<file path="src/rtl/expr_eval_if.sv">
// expr_eval_if: character stream in, evaluation result out, for the expr_eval block.
interface expr_eval_if #(parameter int W = 16);
    logic [7:0]   in;
    logic         in_valid;
    logic         in_ready;
    logic         partial_ok;
    logic         done;
    logic         ok;
    logic [W-1:0] result;
    modport master (output in, in_valid, input in_ready, partial_ok, done, ok, result);
    modport slave  (input in, in_valid, output in_ready, partial_ok, done, ok, result);
endinterface

</file>
<file path="src/rtl/expr_eval.sv">
// expr_eval: streaming evaluator of single-digit +/* expressions terminated by '='.
// Define EXPR_EVAL_SUB_EN to accept '-' as an additive operator.
module expr_eval #(parameter int W = 16) (
    input logic       clk,
    input logic       clr,
    expr_eval_if.slave bus
);
    typedef enum logic [2:0] {IDLE, NUM, OP, ERR, DONE} state_t;
    state_t       state_q, state_d;
    logic [W-1:0] sum_q, sum_d, term_q, term_d, result_q, result_d;
    logic         pend_mul_q, pend_mul_d, done_q, done_d, ok_q, ok_d;
    logic         fire, is_dig, is_add, is_mul, is_eq, is_nul, is_sub, neg_q;
    logic [W-1:0] dig, dig_s, prod;
    assign fire   = bus.in_valid && bus.in_ready;
    assign is_dig = bus.in >= 8'h30 && bus.in <= 8'h39;
    assign is_add = bus.in == 8'h2b;
    assign is_mul = bus.in == 8'h2a;
    assign is_eq  = bus.in == 8'h3d;
    assign is_nul = bus.in == 8'h00;
    assign dig    = W'(bus.in[3:0]);
    assign dig_s  = neg_q ? -dig : dig;
    assign prod   = W'(term_q * bus.in[3:0]);
`ifdef EXPR_EVAL_SUB_EN
    logic neg_d;
    assign is_sub = bus.in == 8'h2d;
    // The negate flag only matters when OP loads a fresh term.
    always_comb neg_d = (fire && state_q == NUM) ? is_sub : (state_q == DONE ? 1'b0 : neg_q);
    always_ff @(posedge clk or posedge clr)
        if (clr) neg_q <= 1'b0;
        else     neg_q <= neg_d;
`else
    assign is_sub = 1'b0;
    assign neg_q  = 1'b0;
`endif
    always_comb begin
        state_d    = state_q;
        sum_d      = sum_q;
        term_d     = term_q;
        pend_mul_d = pend_mul_q;
        done_d     = 1'b0;
        ok_d       = ok_q;
        result_d   = result_q;
        if (state_q == DONE) begin
            state_d    = IDLE;
            sum_d      = '0;
            term_d     = '0;
            pend_mul_d = 1'b0;
        end else if (fire) begin
            if (is_eq) begin
                state_d  = DONE;
                done_d   = 1'b1;
                ok_d     = state_q == NUM;
                result_d = state_q == NUM ? sum_q + term_q : '0;
            end else if (state_q == IDLE) begin
                if (is_dig) begin
                    state_d = NUM;
                    term_d  = dig;
                    sum_d   = '0;
                end else if (!is_nul) begin
                    state_d = ERR;
                end
            end else if (state_q == NUM) begin
                if (is_add || is_sub) begin
                    state_d    = OP;
                    sum_d      = sum_q + term_q;
                    pend_mul_d = 1'b0;
                end else if (is_mul) begin
                    state_d    = OP;
                    pend_mul_d = 1'b1;
                end else begin
                    state_d = ERR;
                end
            end else if (state_q == OP) begin
                state_d = is_dig ? NUM : ERR;
                term_d  = is_dig ? (pend_mul_q ? prod : dig_s) : term_q;
            end
        end
    end
    always_ff @(posedge clk or posedge clr) begin
        if (clr) begin
            state_q    <= IDLE;
            sum_q      <= '0;
            term_q     <= '0;
            pend_mul_q <= 1'b0;
            done_q     <= 1'b0;
            ok_q       <= 1'b0;
            result_q   <= '0;
        end else begin
            state_q    <= state_d;
            sum_q      <= sum_d;
            term_q     <= term_d;
            pend_mul_q <= pend_mul_d;
            done_q     <= done_d;
            ok_q       <= ok_d;
            result_q   <= result_d;
        end
    end
    assign bus.in_ready   = state_q != DONE;
    assign bus.partial_ok = state_q == NUM;
    assign bus.done       = done_q;
    assign bus.ok         = ok_q;
    assign bus.result     = result_q;
endmodule

</file>
<file path="src/flat_wrapper.sv">
// flat-port wrapper written by rule: the top's interface ports become plain ports
module expr_eval_flat 
#(parameter int W = 16)
  (clk, clr, bus_in, bus_in_valid, bus_in_ready, bus_partial_ok, bus_done, bus_ok, bus_result);
  expr_eval_if #(.W(W)) bus_i ();
  input logic clk;
  input logic clr;
  input wire logic [$bits(bus_i.in)-1:0] bus_in;
  input wire logic [$bits(bus_i.in_valid)-1:0] bus_in_valid;
  output wire logic [$bits(bus_i.in_ready)-1:0] bus_in_ready;
  output wire logic [$bits(bus_i.partial_ok)-1:0] bus_partial_ok;
  output wire logic [$bits(bus_i.done)-1:0] bus_done;
  output wire logic [$bits(bus_i.ok)-1:0] bus_ok;
  output wire logic [$bits(bus_i.result)-1:0] bus_result;
  assign bus_i.in = bus_in;
  assign bus_i.in_valid = bus_in_valid;
  assign bus_in_ready = bus_i.in_ready;
  assign bus_partial_ok = bus_i.partial_ok;
  assign bus_done = bus_i.done;
  assign bus_ok = bus_i.ok;
  assign bus_result = bus_i.result;
  expr_eval #(.W(W)) u_core (.clk(clk), .clr(clr), .bus(bus_i));
endmodule
</file>
<file path="config.mk">
export PLATFORM = sky130hd
export DESIGN_NAME = expr_eval_flat
export DESIGN_NICKNAME = d
export VERILOG_FILES = /design/src/rtl/expr_eval_if.sv /design/src/rtl/expr_eval.sv /design/src/flat_wrapper.sv
export SDC_FILE = /design/constraint.sdc
export NUM_CORES = 1
export LEC_CHECK = 0
export BUFFER_PORTS_ARGS = -buffer_cell sky130_fd_sc_hd__buf_2
export CAP_MARGIN = 10
export CORE_MARGIN = 1
export CORE_UTILIZATION = 50
export CTS_BUF_LIST = sky130_fd_sc_hd__clkbuf_4
export DETAILED_ROUTE_END_ITERATION = 10
export PLACE_DENSITY_LB_ADDON = 0.2
export SLEW_MARGIN = 10
export SYNTH_ARGS = -nofsm -noshare
export SYNTH_HDL_FRONTEND = slang
export SYNTH_SLANG_ARGS = --single-unit
export TNS_END_PERCENT = 30
</file>
<file path="constraint.sdc">
create_clock -name clk -period 10.8 [get_ports clk]
set_clock_uncertainty 0.05 [all_clocks]
set_input_delay 0.54 -clock clk [delete_from_list [all_inputs] [get_ports clk]]
set_output_delay 0.54 -clock clk [all_outputs]
set_load 0.01 [all_outputs]
</file>
==> results.md, run 1 <==
* Status: complete, no violations
* Reg-to-Reg Start: u_core.term_q[1]
* Syn avg cell area at about 8.6 um2
* Placer congestion estimate at around 0.9
* Crit path capture: u_core.term_q[14]
* Startpoint Class: flip-flop
* RSZ-0062 raised after global routing: false
* Pre-Repair DR Iteration Count at 4
* FFs w/ async S/R, synth at 1.000
* Largest net degree at the start of global routing at 55
* Max-cap violations at 0
* CP Data Required Time at 11.07 ns
* CP Capture Type: flip-flop
* Worst Hold Class: input pin to asynchronous set/reset pin
* WP data arrival at roughly 4 ns
* Slew HR at 0.4094
* Vias per inst at roughly 5.7
* Fmax at between 0.2 and 0.3 GHz
* Post-CTS setup buffer count at 0
* Slowest Stage Delay on Critical Path at approximately 0.53 ns
* Dominant cells by area after synthesis: dfrtp_1 (30%), fa_1 (12%), ha_1 (8.6%)
* Top_reg_cell synth: dfrtp_1
* Worst-path clk slew at about 0.17 ns
* Endpoints failing setup at 0
* Vias in the first global route at ~3600
* # IOs at 31
* Die H at 97.10 um
* Worst flop-to-flop path endpoint: u_core.term_q[14]
* Initial cell density of the core at 0.5185
* Actual slew at the worst max-slew pin at 0.8834 ns
* First-pass GRT wire length at 17.55 mm
* Finished Layout Cells at 653
* Final-layout fill cell count at 808
* Die X at 97.10 um
* CTS resizes at 0
* Detailed Route WL at roughly 10 mm
* Setup CP Type: flip-flop to flip-flop
* Antenna violations before repair at 0
* Clock sinks at between 50 and 60
* Root buffer cell: clkbuf_4
* Placed cells at about 650
* Worst skew pair latency at about 0.38 ns
* Worst path slowest cell: fa_1
* Via Count at 3742
* Cell accounting for the most synthesized area: dfrtp_1
* Pleak at approximately 2.4 nW
* Antenna diode count at 0
* Yosys top cell area share at 0.2988
* CP startpoint: u_core.term_q[1]
* GR Overflow Total at 0
* Max clock buf depth at 2
* Core footprint at 8721 um2
* Iteration-0 DRC Markers at 169
* H-tree depth at 2
* Crit-path cells: and2_1 > fa_1 > inv_1 > fa_1 > inv_1 > ha_1 > a211oi_1 > o21ai_0 > a21o_1 > a41oi_1 > a21oi_1 > xnor2_1 > o21ai_0
* Final min period at between 3 and 4 ns
* Synthesized flop and latch total at 54
* CTS tree: done
* Slew Limit Fails at 0
* Ys Warns at 0
* Row Count at 34
* EDFF count, synth at 0
* Seq/Total Area, Yosys at 0.2988
* Final Hold Viols at 0
* DIE AREA at about 9400 um2
* Post-synth cell types at 51
* PD cells at between 70 and 80 nW/um2
* Routed length per placed instance at 15.54 um
* Layout net count at approximately 610
* Synth Instances at around 520
* Hold-fix buffers at CTS at 0
* Worst vdd ir at 0.07088 mV
* Antenna viol nets, final at 0
* Worst reg-to-reg path cell count at 13
* # DRC at 0
* Worst-path maximum fanout at 7
* Min Hold Slack at 0.2676 ns
* R2R Setup Slk at a little over 7 ns
* IO buf count at 30
* Final period util at 0.3449
* GRT Overall Usage at 0.2295
* Cts bufs inserted at 5
* Syn_nets at just under 600
* Area Growth Syn to Fin at 6.281%
* Setup_tns at 0 ns
* Layout cells sized above 1 at 0.08624
* DP HPWL at a little under 8 mm
* Mapped Area at roughly 4500 um2
-- layer usage --
layer  routed length [um]  track usage  vias to the layer above  part of all wire
met4                  252      0.07577                        0             0.025
met2                 4574       0.3581                       94              0.45
met5                    0            0                        -                 0
met3                  435      0.03094                       17             0.043
met1                 4882       0.3302                     1802              0.48
li1                     -            -                     1829                 -
-- synthesized netlist by cell type (2+ instances only) --
cell type / n
nand2b_1: 4
nand4_1: 4
o31ai_1: 7
nor2_1: 40
o41ai_1: 2
xnor2_1: 14
nand2_1: 72
nand3_1: 8
inv_1: 50
and2_1: 38
o21a_1: 5
a21oi_1: 13
nor2b_1: 5
a22oi_1: 4
a22o_1: 17
clkbuf_1: 12
o21ai_0: 41
nor3_1: 11
dfrtp_1: 54
a31oi_1: 2
xor2_1: 10
and3_1: 2
a211oi_1: 10
fa_1: 26
o21ai_1: 2
ha_1: 31
clkbuf_2: 2
buf_2: 3
a21o_1: 11
o211ai_1: 2
-- where the power goes --
group / internal, mW / switching [mW] / leakage [nW]
Combinational: 0.0222 / 0.0387 / 1.64
Sequential: 0.208 / 0.0101 / 0.744
Clock: 0.0257 / 0.0708 / 0.0328
-- flip-flops by register name, indices dropped and copies added, names as in the netlist --
signal,cells
u_core.bus.done,1
u_core.pend_mul_q,1
u_core.state_q,3
u_core.term_q,16
u_core.bus.result,16
u_core.sum_q,16
u_core.bus.ok,1
-- logic make-up (layout without fill, tap and decap cells) --
family                     after synthesis  in the layout  share of synthesized area
AOI/OAI and AO/OA                      127            127                     0.1887
and+or+nand+nor                        192            192                     0.2031
xor gates and xnor gates                24             24                    0.04649
DFF                                     54             54                     0.2988
muxes                                    1              1                   0.002490
buffers and inverters                   68             90                    0.05949
adders and majority gates               57             57                     0.2009
-- layout make-up --
class,instances,area [um2],area share
Clock inverter,3,21.27,0.004426
Inverter,50,187.7,0.03905
Clock buffer,5,37.54,0.007810
Timing Repair Buffer,32,165.2,0.03437
Tap cell,108,135.1,0.02812
Multi-Input combinational cell,401,2908,0.6051
Sequential cell,54,1351,0.2812
-- critical path: cells and delay by family (launching register included) --
family | cells | cell delay (ns)
and+or+nand+nor | 1 | 0.20
xor gates and xnor gates | 1 | 0.13
buffers and inverters | 2 | 0.09
DFF | 1 | 0.50
adders and majority gates | 3 | 1.40
AOI/OAI and AO/OA | 6 | 1.29
-- worst min path at each step --
| stage | from | to | cells past startpoint |
|---|---|---|---|
| floorplan | u_core.sum_q[12] | u_core.sum_q[12] | 2 |
| global placement | u_core.bus.ok | u_core.bus.ok | 2 |
| detailed placement | u_core.bus.result[14] | u_core.bus.result[14] | 2 |
| CTS | clr | u_core.bus.result[0] | 3 |
| global route | clr | u_core.sum_q[12] | 3 |
| finish | clr | u_core.bus.result[1] | 3 |
-- cell usage in the layout, fill, tap and decap left out, types with 4 or more instances in the layout --
master     n
buf_2     30
ha_1      31
a211oi_1  10
and2_1    38
fa_1      26
a21oi_1   13
nand4_1    4
a21o_1    11
nor3_1    11
nand2b_1   4
nand2_1   72
nand3_1    8
a22oi_1    4
nor2b_1    5
o21a_1     5
a22o_1    17
o31ai_1    7
clkbuf_4   5
dfrtp_1   54
inv_1     49
nor2_1    40
o21ai_0   41
xor2_1    10
xnor2_1   14
-- through the flow --
step,util,cell area [um2],total power [mW],worst slack [ns]
after floorplan,-,4522,0.2645,6.915
after global placement,0.5443,4747,0.2800,6.818
after detailed placement,0.5443,4747,0.2821,6.698
after CTS,0.5511,4806,0.3801,7.036
after global routing,0.5511,4806,0.3974,6.729
final,0.5511,4806,0.3754,7.075
(Power assumes the default switching activity.)
==> inputs of run 2 (changes only) <==
clock period = 3.6 ns   (was 10.8 ns; I/O delays follow)
==> results.md, run 2 (same netlist as run 1, synthesis figures left out) <==
* Slowest Stage Delay on Critical Path at 0.53 ns (about the same)
* Setup CP Type: flip-flop to flip-flop (unchanged)
* GR Overflow Total at 0 (unchanged)
* Startpoint Class: flip-flop (unchanged)
* Commonest non-fill, non-tap cell in the layout: nand2_1 (unchanged)
* PD cells at 231.8 nW/um2 (was 78.11 nW/um2)
* Row Count at 34 (unchanged)
* Die H at 97.10 um (unchanged)
* Worst vdd ir at 0.2642 mV (was 0.07088 mV)
* CP top delay family: adder cells (unchanged)
* Wl on met1 at 5.153 mm (was 4.882 mm)
* CTS tree: done (unchanged)
* Initial cell density of the core at 0.5185 (unchanged)
* Final min period at 3.485 ns (was 3.725 ns)
* Final-layout fill cell count at 794 (was 808)
* CP Data Required Time at 3.90 ns (was 11.07 ns)
* Hold path startpoint: bus_in_valid
* Vias in the first global route at 3698 (was 3589)
* Vias per inst at 5.717 (was 5.730)
* Finished Layout Cells at 667 (was 653)
* Layout cells sized above 1 at 0.1252 (was 0.08624)
* Worst skew pair latency at 0.39 ns (was 0.38 ns)
* Clock sinks at 54 (unchanged)
* WP data arrival at 3.78 ns (was 3.99 ns)
* # IOs at 31 (unchanged)
* Setup_tns at 0 ns (unchanged)
* Via Count at 3813 (was 3742)
* Worst path slowest cell: fa_1 (unchanged)
* Pleak at 2.506 nW (was 2.421 nW)
* Slew Limit Fails at 0 (unchanged)
* Hold path endpoint: u_core.state_q[0]
* Largest net degree at the start of global routing at 30 (was 55)
* Core footprint at 8721 um2 (unchanged)
* Worst-path maximum fanout at 5 (was 7)
* Worst Hold Class: input pin to flip-flop (was input pin to asynchronous set/reset pin)
* Max-cap violations at 0 (unchanged)
* Antenna violations before repair at 0 (unchanged)
* GRT Overall Usage at 0.2369 (was 0.2295)
* H-tree depth at 2 (unchanged)
* DR WL met3 at 419 um (was 435 um)
* RSZ-0062 raised after global routing: true (was false)
* Fmax at 0.2869 GHz (was 0.2684 GHz)
* Endpoints failing setup at 0 (unchanged)
* Antenna diode count at 0 (unchanged)
* Die X at 97.10 um (unchanged)
* Placer congestion estimate at 0.8799 (was 0.8916)
* CP bufs+invs at 2 (unchanged)
* Area Growth Syn to Fin at 9.989% (was 6.281%)
* Met2 wire length at 4.774 mm (was 4.574 mm)
* DP HPWL at 8.337 mm (was 7.788 mm)
* # DRC at 0 (unchanged)
* R2R Setup Slk at 0.12 ns (was 7.07 ns)
* CP Capture Type: flip-flop (unchanged)
* First-pass GRT wire length at 18.08 mm (was 17.55 mm)
* DIE AREA at 9428 um2 (unchanged)
* Final Cell Area at 4974 um2 (was 4806 um2)
* Commonest cells after routing, fill and taps aside: nand2_1 (72), dfrtp_1 (52), inv_1 (49) (was nand2_1 (72), dfrtp_1 (54), inv_1 (49))
* Antenna viol nets, final at 0 (unchanged)
* Pre-Repair DR Iteration Count at 4 (unchanged)
* Layout net count at 626 (was 612)
* Max clock buf depth at 2 (unchanged)
* Total Power at 1.153 mW (was 0.3754 mW)
* Post-DP Area at 4855 um2 (was 4747 um2)
* Worst hold stages at 4
* Root buffer cell: clkbuf_4 (unchanged)
* Worst flop-to-flop path endpoint: u_core.term_q[13] (was u_core.term_q[14])
* Placed cells at 656 (was 645)
* Reg-to-Reg Start: u_core.term_q[1] (unchanged)
* Detailed Route WL at 10.66 mm (was 10.15 mm)
* Routed length per placed instance at 15.98 um (was 15.54 um)
* Slew HR at 0.5105 (was 0.4094)
* Actual slew at the worst max-slew pin at 0.7286 ns (was 0.8834 ns)
* Cts bufs inserted at 5 (unchanged)
* Max Used Layer: met4 (unchanged)
* Status: complete, no violations (unchanged)
* Worst reg-to-reg path cell count at 13 (unchanged)
* Worst-path clk slew at 0.17 ns (about the same)
* Final period util at 0.9680 (was 0.3449)
* IO buf count at 30 (unchanged)
* Final Hold Viols at 0 (unchanged)
* Iteration-0 DRC Markers at 263 (was 169)
* Crit-path cells: and2_1 > fa_1 > inv_1 > fa_1 > inv_1 > ha_2 > o21ai_0 > nor2_1 > o41ai_2 > a21oi_2 > nor2_1 > or4_1 > nand3_1 (was and2_1 > fa_1 > inv_1 > fa_1 > inv_1 > ha_1 > a211oi_1 > o21ai_0 > a21o_1 > a41oi_1 > a21oi_1 > xnor2_1 > o21ai_0)
-- run 2: cell types whose count changed in the layout (fill, tap and decap cells not counted), moves of 2 or more --
cell | before | now
a21oi_2 | 0 | 2
buf_12 | 0 | 2
a21oi_1 | 13 | 11
dfrtp_1 | 54 | 52
dfrtp_2 | 0 | 2
buf_4 | 2 | 13
-- run 2: where the power goes --
| part | switching (mW) | leakage, nW | total [mW] | internal (mW) |
|---|---|---|---|---|
| Combinational | 0.130 | 1.73 | 0.215 | 0.0847 |
| Sequential | 0.0246 | 0.741 | 0.648 | 0.624 |
| Clock | 0.204 | 0.0356 | 0.289 | 0.0850 |
-- run 2: worst min-delay path, stage by stage --
cell and delay (ns):
buf_2 0.14, o21ai_0 0.10, nand2_1 0.06, nand2_1 0.05
-- run 2: worst max-delay path by stage --
stage / startpoint / end / slack [ns] / cells past startpoint
2_1_floorplan: bus_in[3] / u_core.term_q[14] / 0.08 / 14
3_3_place_gp: u_core.term_q[1] / u_core.term_q[14] / 0.11 / 13
3_5_place_dp: bus_in[3] / u_core.term_q[14] / -0.04 / 13
4_1_cts: u_core.term_q[1] / u_core.term_q[13] / 0.03 / 13
5_1_grt: u_core.term_q[1] / u_core.term_q[13] / -0.06 / 13
6_report: u_core.term_q[1] / u_core.term_q[13] / 0.12 / 13
-- run 2: metal layers --
layer	track usage	vias up
li1	-	1849
met1	0.3499	1842
met2	0.3619	95
met3	0.02590	27
met4	0.08381	0
met5	0	-
-- run 2: metrics by stage --
| step | worst slack [ns] | hold WS (ns) | utilization |
|---|---|---|---|
| floorplan | 0.07540 | 0.3288 | - |
| global placement | 0.1078 | 0.1913 | 0.5567 |
| detailed placement | -0.03662 | 0.2064 | 0.5567 |
| CTS | 0.02816 | 0.1201 | 0.5660 |
| global route | -0.06114 | 0.1693 | 0.5703 |
| finish | 0.1150 | 0.1286 | 0.5703 |
-- run 2: area by class of cell --
cell class	instances	area (um2)	area share
well taps	108	135.1	0.02717
flip-flops and latches	54	1354	0.2722
clock buffers	6	45.04	0.009057
multi-input cells	401	2940	0.5912
repair buffers	46	297.8	0.05987
clock inverters	2	13.76	0.002767
inverters	50	187.7	0.03774
-- run 2: repair_timing --
action                     4_1_cts  5_1_grt
hold buffers                     1        0
buffers inserted                 0        2
pin swaps                        0        1
resized for setup                2        7
hold endpoints to repair        25        0
setup endpoints to repair        1        5
==> inputs of run 3 (changes only) <==
SETUP_SLACK_MARGIN = 0.5   (was default)
==> results.md, run 3 (same netlist as run 1, synthesis figures left out) <==
* Slew Limit Fails at 0 (unchanged)
* Area Growth Syn to Fin at 14.31% (was 9.989%)
* Commonest cells after routing, fill and taps aside: nand2_1 (71), dfrtp_1 (53), inv_1 (43) (was nand2_1 (72), dfrtp_1 (52), inv_1 (49))
* Antenna diode count at 0 (unchanged)
* Vias per inst at 5.635 (was 5.717)
* Die H at 97.10 um (unchanged)
* IO buf count at 30 (unchanged)
* Sw Share at 0.3266 (was 0.3118)
* GRT Overall Usage at 0.2485 (was 0.2369)
* PD cells at 232.0 nW/um2 (was 231.8 nW/um2)
* Placer congestion estimate at 0.9020 (was 0.8799)
* H-tree depth at 2 (unchanged)
* GR Overflow Total at 0 (unchanged)
* Core footprint at 8721 um2 (unchanged)
* Internal power at 0.8074 mW (was 0.7933 mW)
* Clock power frac at 0.250 (was 0.251)
* CP top delay family: adder cells (unchanged)
* Setup CP Type: flip-flop to flip-flop (unchanged)
* Layout cells sized above 1 at 0.1898 (was 0.1252)
* Finished Core Util at 0.5927 (was 0.5703)
* Initial cell density of the core at 0.5185 (unchanged)
* First-pass GRT wire length at 18.76 mm (was 18.08 mm)
* Actual slew at the worst max-slew pin at 0.7782 ns (was 0.7286 ns)
* Worst-path maximum fanout at 4 (was 5)
* Comb pwr share at 0.210 (was 0.187)
* Die X at 97.10 um (unchanged)
* Row Count at 34 (unchanged)
* # DRC at 0 (unchanged)
* # IOs at 31 (unchanged)
* Root buffer cell: clkbuf_4 (unchanged)
* Antenna violations before repair at 0 (unchanged)
* Largest net degree at the start of global routing at 35 (was 30)
* Worst skew pair latency at 0.41 ns (was 0.39 ns)
* Detailed Route WL at 11.05 mm (was 10.66 mm)
* Via Count at 3815 (was 3813)
* DP HPWL at 8.305 mm (was 8.337 mm)
* Worst path slowest cell: fa_1 (unchanged)
* Reg power frac at 0.540 (was 0.562)
* Slowest Stage Delay on Critical Path at 0.54 ns (was 0.53 ns)
* Final min period at 3.247 ns (was 3.485 ns)
* Final Hold Viols at 0 (unchanged)
* CP Data Required Time at 3.89 ns (was 3.90 ns)
* Worst Hold Class: input pin to flip-flop (unchanged)
* Cts bufs inserted at 5 (unchanged)
* Max clock buf depth at 2 (unchanged)
* Max-cap violations at 0 (unchanged)
* Status: complete, no violations (unchanged)
* Antenna viol nets, final at 0 (unchanged)
* Fmax at 0.3079 GHz (was 0.2869 GHz)
* Pleak at 2.539 nW (was 2.506 nW)
* Worst-path clk slew at 0.17 ns (about the same)
* Slew HR at 0.4812 (was 0.5105)
* Clock sinks at 54 (unchanged)
* Layout net count at 636 (was 626)
* Pre-Repair DR Iteration Count at 4 (unchanged)
* Setup_tns at 0 ns (unchanged)
* Crit-path cells: and2_4 > fa_1 > inv_2 > fa_1 > inv_2 > ha_4 > a211oi_2 > o21ai_1 > a21o_1 > a41oi_2 > a21oi_2 > xnor2_1 > o21ai_1 (was and2_1 > fa_1 > inv_1 > fa_1 > inv_1 > ha_2 > o21ai_0 > nor2_1 > o41ai_2 > a21oi_2 > nor2_1 > or4_1 > nand3_1)
* Worst vdd ir at 0.1796 mV (was 0.2642 mV)
* Routed length per placed instance at 16.32 um (was 15.98 um)
* CTS tree: done (unchanged)
* Iteration-0 DRC Markers at 249 (was 263)
* CP bufs+invs at 2 (unchanged)
* Multi-input gate area at 3088 um2 (was 2940 um2)
* DIE AREA at 9428 um2 (unchanged)
* Commonest non-fill, non-tap cell in the layout: nand2_1 (unchanged)
* Startpoint Class: flip-flop (unchanged)
* WP data arrival at 3.54 ns (was 3.78 ns)
* Final-layout fill cell count at 758 (was 794)
* Vias in the first global route at 3813 (was 3698)
* Switching power at 0.3916 mW (was 0.3594 mW)
* Endpoints failing setup at 0 (unchanged)
* Final period util at 0.9020 (was 0.9680)
* Register area at 1353 um2 (was 1354 um2)
* CP Capture Type: flip-flop (unchanged)
* RSZ-0062 raised after global routing: true (unchanged)
==> run 3: changes by cell type in the layout (fill, tap and decap cells not counted), sizes merged <==
cell / change
inv: +1
clkinv: -1
clkinvlp: +1
buf: +10
clkbuf: -1
==> run 3: through the flow <==
step / total power [mW] / hold slack, ns / std cells / setup slack, ns / instance area (um2)
after floorplan: 0.8106 / 0.3288 / 523 / 0.3840 / 4637
after global placement: 0.8596 / 0.1787 / 654 / 0.1655 / 4897
after detailed placement: 0.8693 / 0.1836 / 654 / 0.05651 / 4897
after CTS: 1.195 / 0.09641 / 675 / 0.3800 / 5146
after global routing: 1.250 / 0.1504 / 677 / 0.2563 / 5169
final: 1.199 / 0.1036 / 677 / 0.3526 / 5169
==> run 3: final cells by class <==
type                    count  area share
repair buffers             56     0.06730
inverters                  50     0.03631
multi-input cells         401      0.5974
well taps                 108     0.02614
clock inverters             3    0.003873
clock buffers               5    0.007262
flip-flops and latches     54      0.2617
==> run 3: path summary, 6_finish.rpt <==
check                                           start                     to  slack [ns]  cells after the start
worst min-delay path                     bus_in_valid      u_core.state_q[0]        0.10                      4
min in group asynchronous                         clr   u_core.bus.result[5]        0.26                      3
worst max register to register       u_core.term_q[3]      u_core.term_q[14]        0.35                     13
worst max-delay path                 u_core.term_q[3]      u_core.term_q[14]        0.35                     13
worst min register to register  u_core.bus.result[15]  u_core.bus.result[15]        0.45                      2
max in group asynchronous                         clr      u_core.term_q[15]        2.43                      4
==> run 3: repair_timing <==
item	CTS	global route
pin swaps	24	11
gates resized for setup	25	4
setup endpoints to repair	7	9
hold endpoints to repair	20	0
setup buffers	12	2
hold buffers	1	0
==> run 3: routing by layer <==
metal,share of wire,up-vias,global-route usage
li1,-,1871,-
met1,0.46,1843,0.3440
met2,0.48,82,0.4085
met3,0.042,19,0.02374
met4,0.022,0,0.08726
met5,0,-,0
==> run 3: power by group through the flow <==
stage / sequential [mW] / combinational [mW] / clock, mW
after global placement: 0.662 / 0.197 / 0
final: 0.648 / 0.251 / 0.300
after global routing: 0.651 / 0.282 / 0.317
after detailed placement: 0.665 / 0.205 / 0
after floorplan: 0.650 / 0.161 / 0
after CTS: 0.647 / 0.245 / 0.302
==> run 3: worst min-delay path: cells and delay by family <==
kind | cells | cell delay (ns)
simple gates | 2 | 0.11
compound gates | 1 | 0.11
buf+inv | 1 | 0.14
